`src/rtl/irq_ctrl_pkg.sv`:
```
// irq_ctrl_pkg
// Purpose : constants shared by the interrupt controller, its bus interface
//           and the system bridge decoder.
// Contents: register byte offsets, CP0 HWInt vector width, default device
//           base address, and a helper that maps a bus offset to its
//           word-aligned register offset.
package irq_ctrl_pkg;

    localparam int          HWINT_W          = 6;

    localparam logic [3:0]  IRQ_MASK_OFF     = 4'h0;
    localparam logic [3:0]  IRQ_PEND_OFF     = 4'h4;
    localparam logic [3:0]  IRQ_MODE_OFF     = 4'h8;
    localparam logic [3:0]  IRQ_ID_OFF       = 4'hC;

    localparam logic [31:0] IRQ_DEFAULT_BASE = 32'h0000_7F20;

    // Byte lanes within a register are not decoded.
    function automatic logic [3:0] reg_offset(input logic [3:0] addr);
        return {addr[3:2], 2'b00};
    endfunction

endpackage

```
`src/rtl/irq_ctrl_if.sv`:
```
// irq_ctrl_if
// Purpose : system-bridge access port of the interrupt controller.
// Signals : sel   - address hit for this device
//           we    - write enable, qualified by sel
//           addr  - byte offset within the device (bits [1:0] ignored)
//           wdata - write data
//           rdata - read data, combinational from addr
// Modports: master (bridge side), slave (irq_ctrl side).
interface irq_ctrl_if;
    logic        sel;
    logic        we;
    logic [3:0]  addr;
    logic [31:0] wdata;
    logic [31:0] rdata;

    modport master (output sel, we, addr, wdata, input  rdata);
    modport slave  (input  sel, we, addr, wdata, output rdata);
endinterface

```
`src/rtl/irq_prio_enc.sv`:
```
// irq_prio_enc
// Purpose : fixed-priority encoder for the ID register. Source 0 has the
//           highest priority.
// Ports   : vec - active (pending & mask) vector, N_SRC bits
//           id  - index+1 of the lowest set bit of vec, 0 when vec is empty
module irq_prio_enc #(
    parameter int N_SRC = 6
) (
    input  logic [N_SRC-1:0] vec,
    output logic [2:0]       id
);

    // Scanning downward lets the lowest set bit overwrite higher ones.
    always_comb begin
        id = 3'd0;
        for (int i = N_SRC - 1; i >= 0; i--) begin
            if (vec[i]) id = 3'(i + 1);
        end
    end

endmodule

```
`src/rtl/irq_ctrl.sv`:
```
// irq_ctrl
// Purpose : interrupt controller between peripheral sources and CP0
//           HWInt[7:2]. Latches requests per source (edge or level mode),
//           masks them and drives a registered 6-bit hw_int vector.
// Ports   : clk     - system clock
//           reset   - synchronous, active-high
//           src_irq - raw sources, synchronous to clk
//           bus     - bridge access (irq_ctrl_if.slave)
//           hw_int  - registered masked pending vector; bits >= N_SRC are 0
//           irq_any - OR of hw_int
// Registers: 0x0 MASK (RW), 0x4 PENDING (R, write-1-to-clear),
//            0x8 MODE (RW, 1 = edge, 0 = level), 0xC ID (RO).
// Build option: define IRQ_STRETCH_EN to hold every hw_int bit for at least
//            STRETCH cycles after it asserts.
module irq_ctrl
    import irq_ctrl_pkg::*;
#(
    parameter int N_SRC   = 6,
    parameter int STRETCH = 6
) (
    input  logic               clk,
    input  logic               reset,
    input  logic [N_SRC-1:0]   src_irq,
    irq_ctrl_if.slave          bus,
    output logic [HWINT_W-1:0] hw_int,
    output logic               irq_any
);

    if (N_SRC < 1 || N_SRC > HWINT_W || STRETCH < 1) begin : g_bad_param
        $error("irq_ctrl: N_SRC must be 1..6 and STRETCH >= 1");
    end

    logic [N_SRC-1:0] mask_q;
    logic [N_SRC-1:0] mode_q;
    logic [N_SRC-1:0] pend_q;
    logic [N_SRC-1:0] src_d;
    logic [N_SRC-1:0] hw_q;
    logic [N_SRC-1:0] active;
    logic [N_SRC-1:0] rise;
    logic [N_SRC-1:0] clr;
    logic [N_SRC-1:0] pend_next;
    logic [N_SRC-1:0] hw_next;
    logic [3:0]       offset;
    logic             wr;
    logic [2:0]       id;

    logic unused_bus_bits;
    assign unused_bus_bits = ^{bus.addr[1:0], bus.wdata[31:N_SRC]};

    assign offset = reg_offset(bus.addr);
    assign wr     = bus.sel & bus.we;
    assign active = pend_q & mask_q;
    assign rise   = src_irq & ~src_d;
    assign clr    = (wr && offset == IRQ_PEND_OFF) ? bus.wdata[N_SRC-1:0] : '0;

    // Edge bits: set beats a same-cycle clear. Level bits follow the source
    // directly, so a clear write cannot touch them.
    assign pend_next = (mode_q & ((pend_q & ~clr) | rise)) | (~mode_q & src_irq);

    always_ff @(posedge clk) begin
        if (reset) begin
            mask_q <= '0;
            mode_q <= '0;
            pend_q <= '0;
            src_d  <= '0;
        end else begin
            if (wr && offset == IRQ_MASK_OFF) mask_q <= bus.wdata[N_SRC-1:0];
            if (wr && offset == IRQ_MODE_OFF) mode_q <= bus.wdata[N_SRC-1:0];
            pend_q <= pend_next;
            src_d  <= src_irq;
        end
    end

`ifdef IRQ_STRETCH_EN
    localparam int CW = $clog2(STRETCH + 1);

    logic [CW-1:0]    cnt [N_SRC];
    logic [N_SRC-1:0] active_d;
    logic [N_SRC-1:0] cnt_busy;

    // Reload on each rising edge of active; the load value of STRETCH-1 plus
    // the cycle driven by active itself gives STRETCH cycles of hw_int.
    always_ff @(posedge clk) begin
        if (reset) begin
            active_d <= '0;
            for (int i = 0; i < N_SRC; i++) cnt[i] <= '0;
        end else begin
            active_d <= active;
            for (int i = 0; i < N_SRC; i++) begin
                if (active[i] && !active_d[i]) cnt[i] <= CW'(STRETCH - 1);
                else if (cnt[i] != '0)         cnt[i] <= cnt[i] - 1'b1;
            end
        end
    end

    always_comb begin
        cnt_busy = '0;
        for (int i = 0; i < N_SRC; i++) cnt_busy[i] = (cnt[i] != '0);
    end

    assign hw_next = active | cnt_busy;
`else
    assign hw_next = active;
`endif

    always_ff @(posedge clk) begin
        if (reset) hw_q <= '0;
        else       hw_q <= hw_next;
    end

    assign hw_int  = HWINT_W'(hw_q);
    assign irq_any = |hw_q;

    irq_prio_enc #(.N_SRC(N_SRC)) u_prio_enc (
        .vec (active),
        .id  (id)
    );

    always_comb begin
        bus.rdata = '0;
        if (bus.sel) begin
            case (offset)
                IRQ_MASK_OFF: bus.rdata = 32'(mask_q);
                IRQ_PEND_OFF: bus.rdata = 32'(pend_q);
                IRQ_MODE_OFF: bus.rdata = 32'(mode_q);
                IRQ_ID_OFF:   bus.rdata = 32'(id);
                default:      bus.rdata = '0;
            endcase
        end
    end

endmodule
```
`src/flat_wrapper.sv`:
```
// flat-port wrapper written by rule: the top's interface ports become plain ports
module irq_ctrl_flat import irq_ctrl_pkg::*;
#(
    parameter int N_SRC   = 6,
    parameter int STRETCH = 6
)
  (clk, reset, src_irq, hw_int, irq_any, bus_sel, bus_we, bus_addr, bus_wdata, bus_rdata);
  irq_ctrl_if bus_i ();
  input  logic clk;
  input  logic reset;
  input  logic [N_SRC-1:0] src_irq;
  output logic [HWINT_W-1:0] hw_int;
  output logic irq_any;
  input wire logic [$bits(bus_i.sel)-1:0] bus_sel;
  input wire logic [$bits(bus_i.we)-1:0] bus_we;
  input wire logic [$bits(bus_i.addr)-1:0] bus_addr;
  input wire logic [$bits(bus_i.wdata)-1:0] bus_wdata;
  output wire logic [$bits(bus_i.rdata)-1:0] bus_rdata;
  assign bus_i.sel = bus_sel;
  assign bus_i.we = bus_we;
  assign bus_i.addr = bus_addr;
  assign bus_i.wdata = bus_wdata;
  assign bus_rdata = bus_i.rdata;
  irq_ctrl #(.N_SRC(N_SRC), .STRETCH(STRETCH)) u_core (.clk(clk), .reset(reset), .src_irq(src_irq), .bus(bus_i), .hw_int(hw_int), .irq_any(irq_any));
endmodule
```
`config.mk`:
```
export PLATFORM = sky130hd
export DESIGN_NAME = irq_ctrl_flat
export DESIGN_NICKNAME = d
export VERILOG_FILES = /design/src/rtl/irq_ctrl_pkg.sv /design/src/rtl/irq_ctrl_if.sv /design/src/rtl/irq_prio_enc.sv /design/src/rtl/irq_ctrl.sv /design/src/flat_wrapper.sv
export SDC_FILE = /design/constraint.sdc
export NUM_CORES = 1
export LEC_CHECK = 0
export CAP_MARGIN = 20
export CORE_ASPECT_RATIO = 1.1
export CORE_MARGIN = 2
export CORE_UTILIZATION = 41
export DETAILED_ROUTE_END_ITERATION = 8
export PLACE_DENSITY = 0.85
export SYNTH_ARGS = -nofsm -noshare
export SYNTH_HDL_FRONTEND = slang
export SYNTH_SLANG_ARGS = --single-unit
```
`constraint.sdc`:
```
create_clock -name clk -period 1.8 [get_ports clk]
set_input_delay 0.27 -clock clk [delete_from_list [all_inputs] [get_ports clk]]
set_output_delay 0.27 -clock clk [all_outputs]
set_load 0.005 [all_outputs]
```
==> results.md, run 1 <==
- Status: completed
- # DRC: 0
- Number of antenna diodes: 0
- Static Leak: 0.000905 uW
- Port buffer count: 30
- Layout cells sized above 1: 14.2%
- EDFF count, synth: 0
- Reg2reg end: u_core.pend_q[4]
- TritonCTS buffer count: 5
- Maximum vdd drop: 0.506 mV
- First-pass GRT wire length: roughly 4.7 mm
- # H-tree levels: 2
- Final HPWL DP: 2.22 mm
- Post-route cell area: 0.00194 sq mm
- Top post-synthesis cells by area: dfxtp_1, buf_4, mux2i_1
- Setup CP Type: primary input to output port
- Die X: 61.7 microns
- Reg-to-reg critical path startpoint: u_core.pend_q[4]
- FF-to-FF path depth: 4
- Top cells by count, synth: dfxtp_1, nand2_1, buf_4, nor2_1, mux2i_1
- DIE AREA: 0.00416 sq mm
- WL per Instance: 11.2 microns
- Clk_lat worst skew: 280 ps
- TritonCTS clock tree: built
- GP Congestion: approximately 0.9
- Synth unique cells: 27
- Area grow syn2layout: 29.1%
- Vias in the first global route: around 1,100
- CP Capture Type: output port
- Num ports: 85
- Period utilization: between 90% and 100%
- Total power: roughly 1400 uW
- Most frequent cell after synthesis: dfxtp_1
- Slowest stage delay, CP: 260 ps
- Unrepaired setup endpoints after global routing: false
- Worst min path class: flip-flop to flip-flop
- Synth warn: 0
- Starting Density: 42.1%
- Fin. Hold Viols: 0
- Skew final: ~2 ps
- Register area share after synthesis: 40.0%
- Final setup margin: 66.9 ps
- Final setup vio count: 0
- WL final: 3.00 mm
- Synthesized area: 0.00150 sq mm
- Period minus WS final: 1730 ps
- Crit start category: primary input
- CTS Hold Bufs: 0
- Slowest cell on the critical path: dlygate4sd2_1
- R2r setup slk: 880 ps
- DRT Pass-1 Iters: 4
- Synth Flop Type: dfxtp_1
- FFs w/ async S/R, synth: 0%
- DRT iter0 DRCs: 20
- Die Height: between 60 and 70 microns
- Detail Route Antenna Nets: 0
- Post-Syn Area per Cell: 8.78 sq um
- Grt ovf: 0
- Final core occ: 54.3%
- Setup TNS: 0 ps
- CP delay by family, top: buffers and inverters
- CP Data Required Time: 1530 ps
- Worst hold path startpoint: u_core.src_d[0]
- WP data arrival: 1460 ps
- Initial antenna violation count: 0
- CTS max path bufs: 2
- Pin count of the biggest net entering global routing: 31
- NumNets Final: 263
- Crit Path Max Fanout: 3
- Mapped Cells: 171
- Core Box Area: 0.00357 sq mm
- Placed inst area: 0.00181 sq mm
- Root buf cell: clkbuf_8
- Detailed-route via count: 1,243
- Hold Path Stages: 2
- Pre-CTS setup slack: -386 ps
- Pwr per Cell Area: around 730 mW/mm^2
- Slew Viols, Final: 0
- Hold endpoint: u_core.pend_q[0]
- Max Fclk: 577 MHz
- Synth top area share: approximately 40%
- Crit-path cells: dlygate4sd2_1, buf_4, buf_4, mux2i_1, o21ai_1, o21a_1, dlygate4sd2_1
- DR vias/cell: approximately 4.6
- Clk sinks: 30
- WP buf/inv: 4
- Synth Register Bits: 30
- Dominant cell type by area after synthesis: dfxtp_1
- Max-Cap Viols: 0
- Total Routing Usage GR: 15.9%
- Clock transition at the registers of the reported paths: 60 ps
- Num rows: 23
## through the flow
step	hold slack, ps	cells
6_report	468	268
5_1_grt	502	268
4_1_cts	472	267
3_5_place_dp	458	255
3_3_place_gp	451	255
2_1_floorplan	354	196
## per-layer routing
layer  up-vias  wire (microns)  global-route usage (%)  share of wire [%]
met3         6             216                    6.32                7.2
met2        49            1410                    26.1                 47
met4         0              49                    5.59                1.6
met5         -               0                       0                  0
li1        615               -                       -                  -
met1       573            1320                    18.6                 44
## worst min-delay path: cells and delay by family (launching register included)
family | cells | cell delay [ps]
AND/OR/NAND/NOR | 1 | 50
AO/OA/AOI/OAI | 1 | 90
flip-flops | 1 | 300
## final cells by class
cell class | instances | area [sq um]
clock inverter | 1 | 5.00
fill | 335 | 1630
timing repair buffer | 47 | 422
clock buffer | 7 | 86.3
sequential | 30 | 602
tap | 50 | 62.6
multi-input combinational | 133 | 761
## power breakdown
| part | switching, uW | internal [uW] | leakage (uW) | total [uW] |
|---|---|---|---|---|
| registers | 14.2 | 686 | 0.000246 | 700 |
| logic | 74.7 | 86.6 | 0.000611 | 161 |
| clock network | 241 | 307 | 0.0000482 | 548 |
## repair_timing
item                       4_1_cts  5_1_grt
gates resized for setup         15        3
setup endpoints to repair        6        3
buffers inserted                 4        1
pin swaps                        3        2
## layout by cell type (no fill, tap or decap), types with 2 or more instances in the layout
cell	synthesis	routed
dfxtp_1	30	29
conb_1	1	26
nand2_1	27	25
clkdlybuf4s50_1	0	22
nor2_1	20	20
mux2i_1	18	18
buf_4	26	15
dlygate4sd2_1	0	7
nor2b_1	6	6
a211oi_1	6	6
a21o_1	6	6
clkbuf_8	0	6
o21ai_0	5	3
and2_1	3	3
nand2_2	0	2
nand3_1	2	2
o21ai_1	0	2
o21a_1	2	2
a21oi_1	2	2
buf_6	2	2
## sequential cells by signal, summed over array words and instances (netlist names)
register and flops:
u_core.pend_q 6, u_core.mask_q 6, u_core.src_d 6, u_core.mode_q 6, u_core.hw_int 6
## how the worst max path moves through the flow
stage	startpoint	endpoint	slack [ps]	depth (start not counted)
CTS	bus_addr[3]	bus_rdata[1]	10	9
detailed placement	bus_addr[3]	bus_rdata[0]	-390	7
global placement	bus_addr[3]	bus_rdata[0]	-370	7
floorplan	bus_addr[3]	bus_rdata[2]	630	4
global route	u_core.pend_q[3]	bus_rdata[2]	0.4	4
finish	bus_addr[3]	bus_rdata[2]	70	7
## kinds of logic after synthesis
kind of cell	share of synthesized area [%]
simple gates	20.4
flops	40.0
other cells	0.250
compound gates	11.4
mux	12.0
buf+inv	15.9
(Power assumes the default switching activity.)
==> run 2: changes to the inputs <==
--- a/config.mk
+++ b/config.mk
@@ -10,7 +10,10 @@
 export CORE_MARGIN = 2
 export CORE_UTILIZATION = 41
 export DETAILED_ROUTE_END_ITERATION = 8
+export HOLD_SLACK_MARGIN = 0.05
 export PLACE_DENSITY = 0.85
+export SLEW_MARGIN = 40
 export SYNTH_ARGS = -nofsm -noshare
 export SYNTH_HDL_FRONTEND = slang
 export SYNTH_SLANG_ARGS = --single-unit
+export TNS_END_PERCENT = 50
==> results.md, run 2 (synthesis gave the netlist of run 1 again) <==
- Status: completed
- Placed Cells: 255 (unchanged)
- Most frequent cells in the layout: dfxtp_1, conb_1, nand2_1
- Fin cells: 265 (-1.1%)
- P_sw: 328 uW (-0.46%)
- CP delay by family, top: buffers and inverters
- Fin. Hold Viols: 0 (unchanged)
- Slowest cell on the critical path: dlygate4sd2_1
- Hold Path Stages: 2 (unchanged)
- Pin count of the biggest net entering global routing: 31 (unchanged)
- P_int: 1080 uW (-0.34%)
- Worst min path class: flip-flop to flip-flop
- # DRC: 0 (unchanged)
- CP Data Required Time: 1530 ps (about the same)
- Maximum vdd drop: 0.507 mV (+0.15%)
- WL per Instance: 11.4 microns (+1.6%)
- Root buf cell: clkbuf_8
- Vias in the first global route: 1,067 (-0.56%)
- Switching share of power: 23.4% (about the same)
- Number of antenna diodes: 0 (unchanged)
- Static Leak: 0.000890 uW (-1.7%)
- Clk_lat worst skew: 280 ps (about the same)
- TritonCTS buffer count: 5 (unchanged)
- CTS Hold Bufs: 0 (unchanged)
- Flop pwr share: 49.8% (+0.2 points)
- DRT iter0 DRCs: 26 (+30%)
- Crit start category: primary input
- Crit-path cells: dlygate4sd2_1, buf_6, nor2b_4, buf_4, nand2_1, o21ai_0, and2_1, dlygate4sd2_1
- Clock transition at the registers of the reported paths: 60 ps (about the same)
- Total Routing Usage GR: 15.8% (-0.16 points)
- Max Fclk: 575 MHz (-0.40%)
- Initial antenna violation count: 0 (unchanged)
- Crit Path Max Fanout: 7 (+4)
- Setup TNS: 0 ps (unchanged)
- # H-tree levels: 2 (unchanged)
- DIE AREA: 0.00416 sq mm (unchanged)
- TritonCTS clock tree: built
- Die Height: 67.5 microns (unchanged)
- First-pass GRT wire length: 4.69 mm (-0.28%)
- WP data arrival: 1470 ps (about the same)
- Hold endpoint: u_core.pend_q[0]
- Slew Viols, Final: 0 (unchanged)
- Slowest stage delay, CP: 250 ps (about the same)
- Pwr per Cell Area: 731 mW/mm^2 (+0.54%)
- Grt ovf: 0 (unchanged)
- Clk sinks: 30 (unchanged)
- CP Capture Type: output port
- Comb power frac: 11.2% (-0.2 points)
- DRT Pass-1 Iters: 4 (unchanged)
- Period utilization: 96.7% (+0.39 points)
- Port buffer count: 30 (unchanged)
- NumNets Final: 260 (-1.1%)
- Worst hold path startpoint: u_core.src_d[0]
- Detail Route Antenna Nets: 0 (unchanged)
- Num ports: 85 (unchanged)
- Clock power frac: 39.0% (about the same)
- Final HPWL DP: 2.22 mm (unchanged)
- R2r setup slk: 890 ps (about the same)
- WP depth: 8 (+1)
- Most used cell, CP: dlygate4sd2_1
- Setup CP Type: primary input to output port
- WL final: 3.01 mm (+0.50%)
- Final setup vio count: 0 (unchanged)
- FF-to-FF path depth: 4 (unchanged)
- Skew final: 1.26 ps (-0.778 ps)
- Detailed-route via count: 1,229 (-1.1%)
- Total power: 1400 uW (-0.37%)
- Reg2reg end: u_core.pend_q[4]
- Max-Cap Viols: 0 (unchanged)
- WP buf/inv: 4 (unchanged)
- Layout cells sized above 1: 12.6% (-1.7 points)
- DR vias/cell: 4.64 (about the same)
- CTS max path bufs: 2 (unchanged)
- Area grow syn2layout: 27.9%
- Period minus WS final: 1740 ps (+6.94 ps)
- Num rows: 23 (unchanged)
- Reg-to-reg critical path startpoint: u_core.pend_q[4]
- Die X: 61.7 microns (unchanged)
- Most common library cell in the layout ignoring fill and taps: dfxtp_1
- Starting Density: 42.1% (unchanged)
- Core Box Area: 0.00357 sq mm (unchanged)
- GP Congestion: 0.892 (unchanged)
-- run 2: cell count changes in the layout (fill, tap and decap cells not counted) --
cell | previous run | this run
clkdlybuf4s15_1 | 0 | 1
clkbuf_2 | 1 | 0
buf_4 | 15 | 12
-- run 2: metal layers --
layer	vias up	global-route usage, %	wire length, microns
met5	-	0	0
met4	0	5.59	49
met3	6	6.32	218
met2	58	25.7	1470
met1	557	18.5	1270
li1	608	-	-
-- run 2: through the flow --
step	cell area, sq um	hold slack [ps]	setup slack, ps	utilization [%]
after floorplan	1600	354	633	-
after global placement	1810	451	-374	50.7
after detailed placement	1810	458	-386	50.7
after CTS	1910	472	20.0	53.5
after global routing	1920	502	-19.8	53.8
final	1920	467	60.0	53.8
-- run 2: power by group through the flow --
stage,clock (uW),sequential [uW],combinational (uW)
floorplan,0,710,120
global placement,0,713,151
detailed placement,0,713,153
CTS,559,699,154
global route,594,702,176
finish,547,700,157
-- run 2: layout make-up --
class	instances	area, sq um
repair buffers	44	404
well taps	50	62.6
multi-input cells	133	761
flip-flops and latches	30	602
clock inverters	1	5.00
clock buffers	7	86.3
fillers	344	1650
-- run 2: worst register-to-register path: stages, from the launching register on --
cell      delay, ps
dfxtp_1         350
buf_4           120
nand2_1          40
a211oi_1        230
a21o_1          110
-- run 2: how the worst max path moves through the flow --
| stage | from | to |
|---|---|---|
| 2_1_floorplan | bus_addr[3] | bus_rdata[2] |
| 3_3_place_gp | bus_addr[3] | bus_rdata[0] |
| 3_5_place_dp | bus_addr[3] | bus_rdata[0] |
| 4_1_cts | u_core.mask_q[0] | bus_rdata[2] |
| 5_1_grt | bus_addr[3] | bus_rdata[5] |
| 6_report | bus_addr[3] | bus_rdata[5] |
-- run 2: timing repair --
action | CTS | global route
pin swaps | 3 | 4
buffers inserted | 1 | 1
endpoints found under the setup margin | 6 | 3
cloned | 0 | 0
resized for setup | 15 | 2
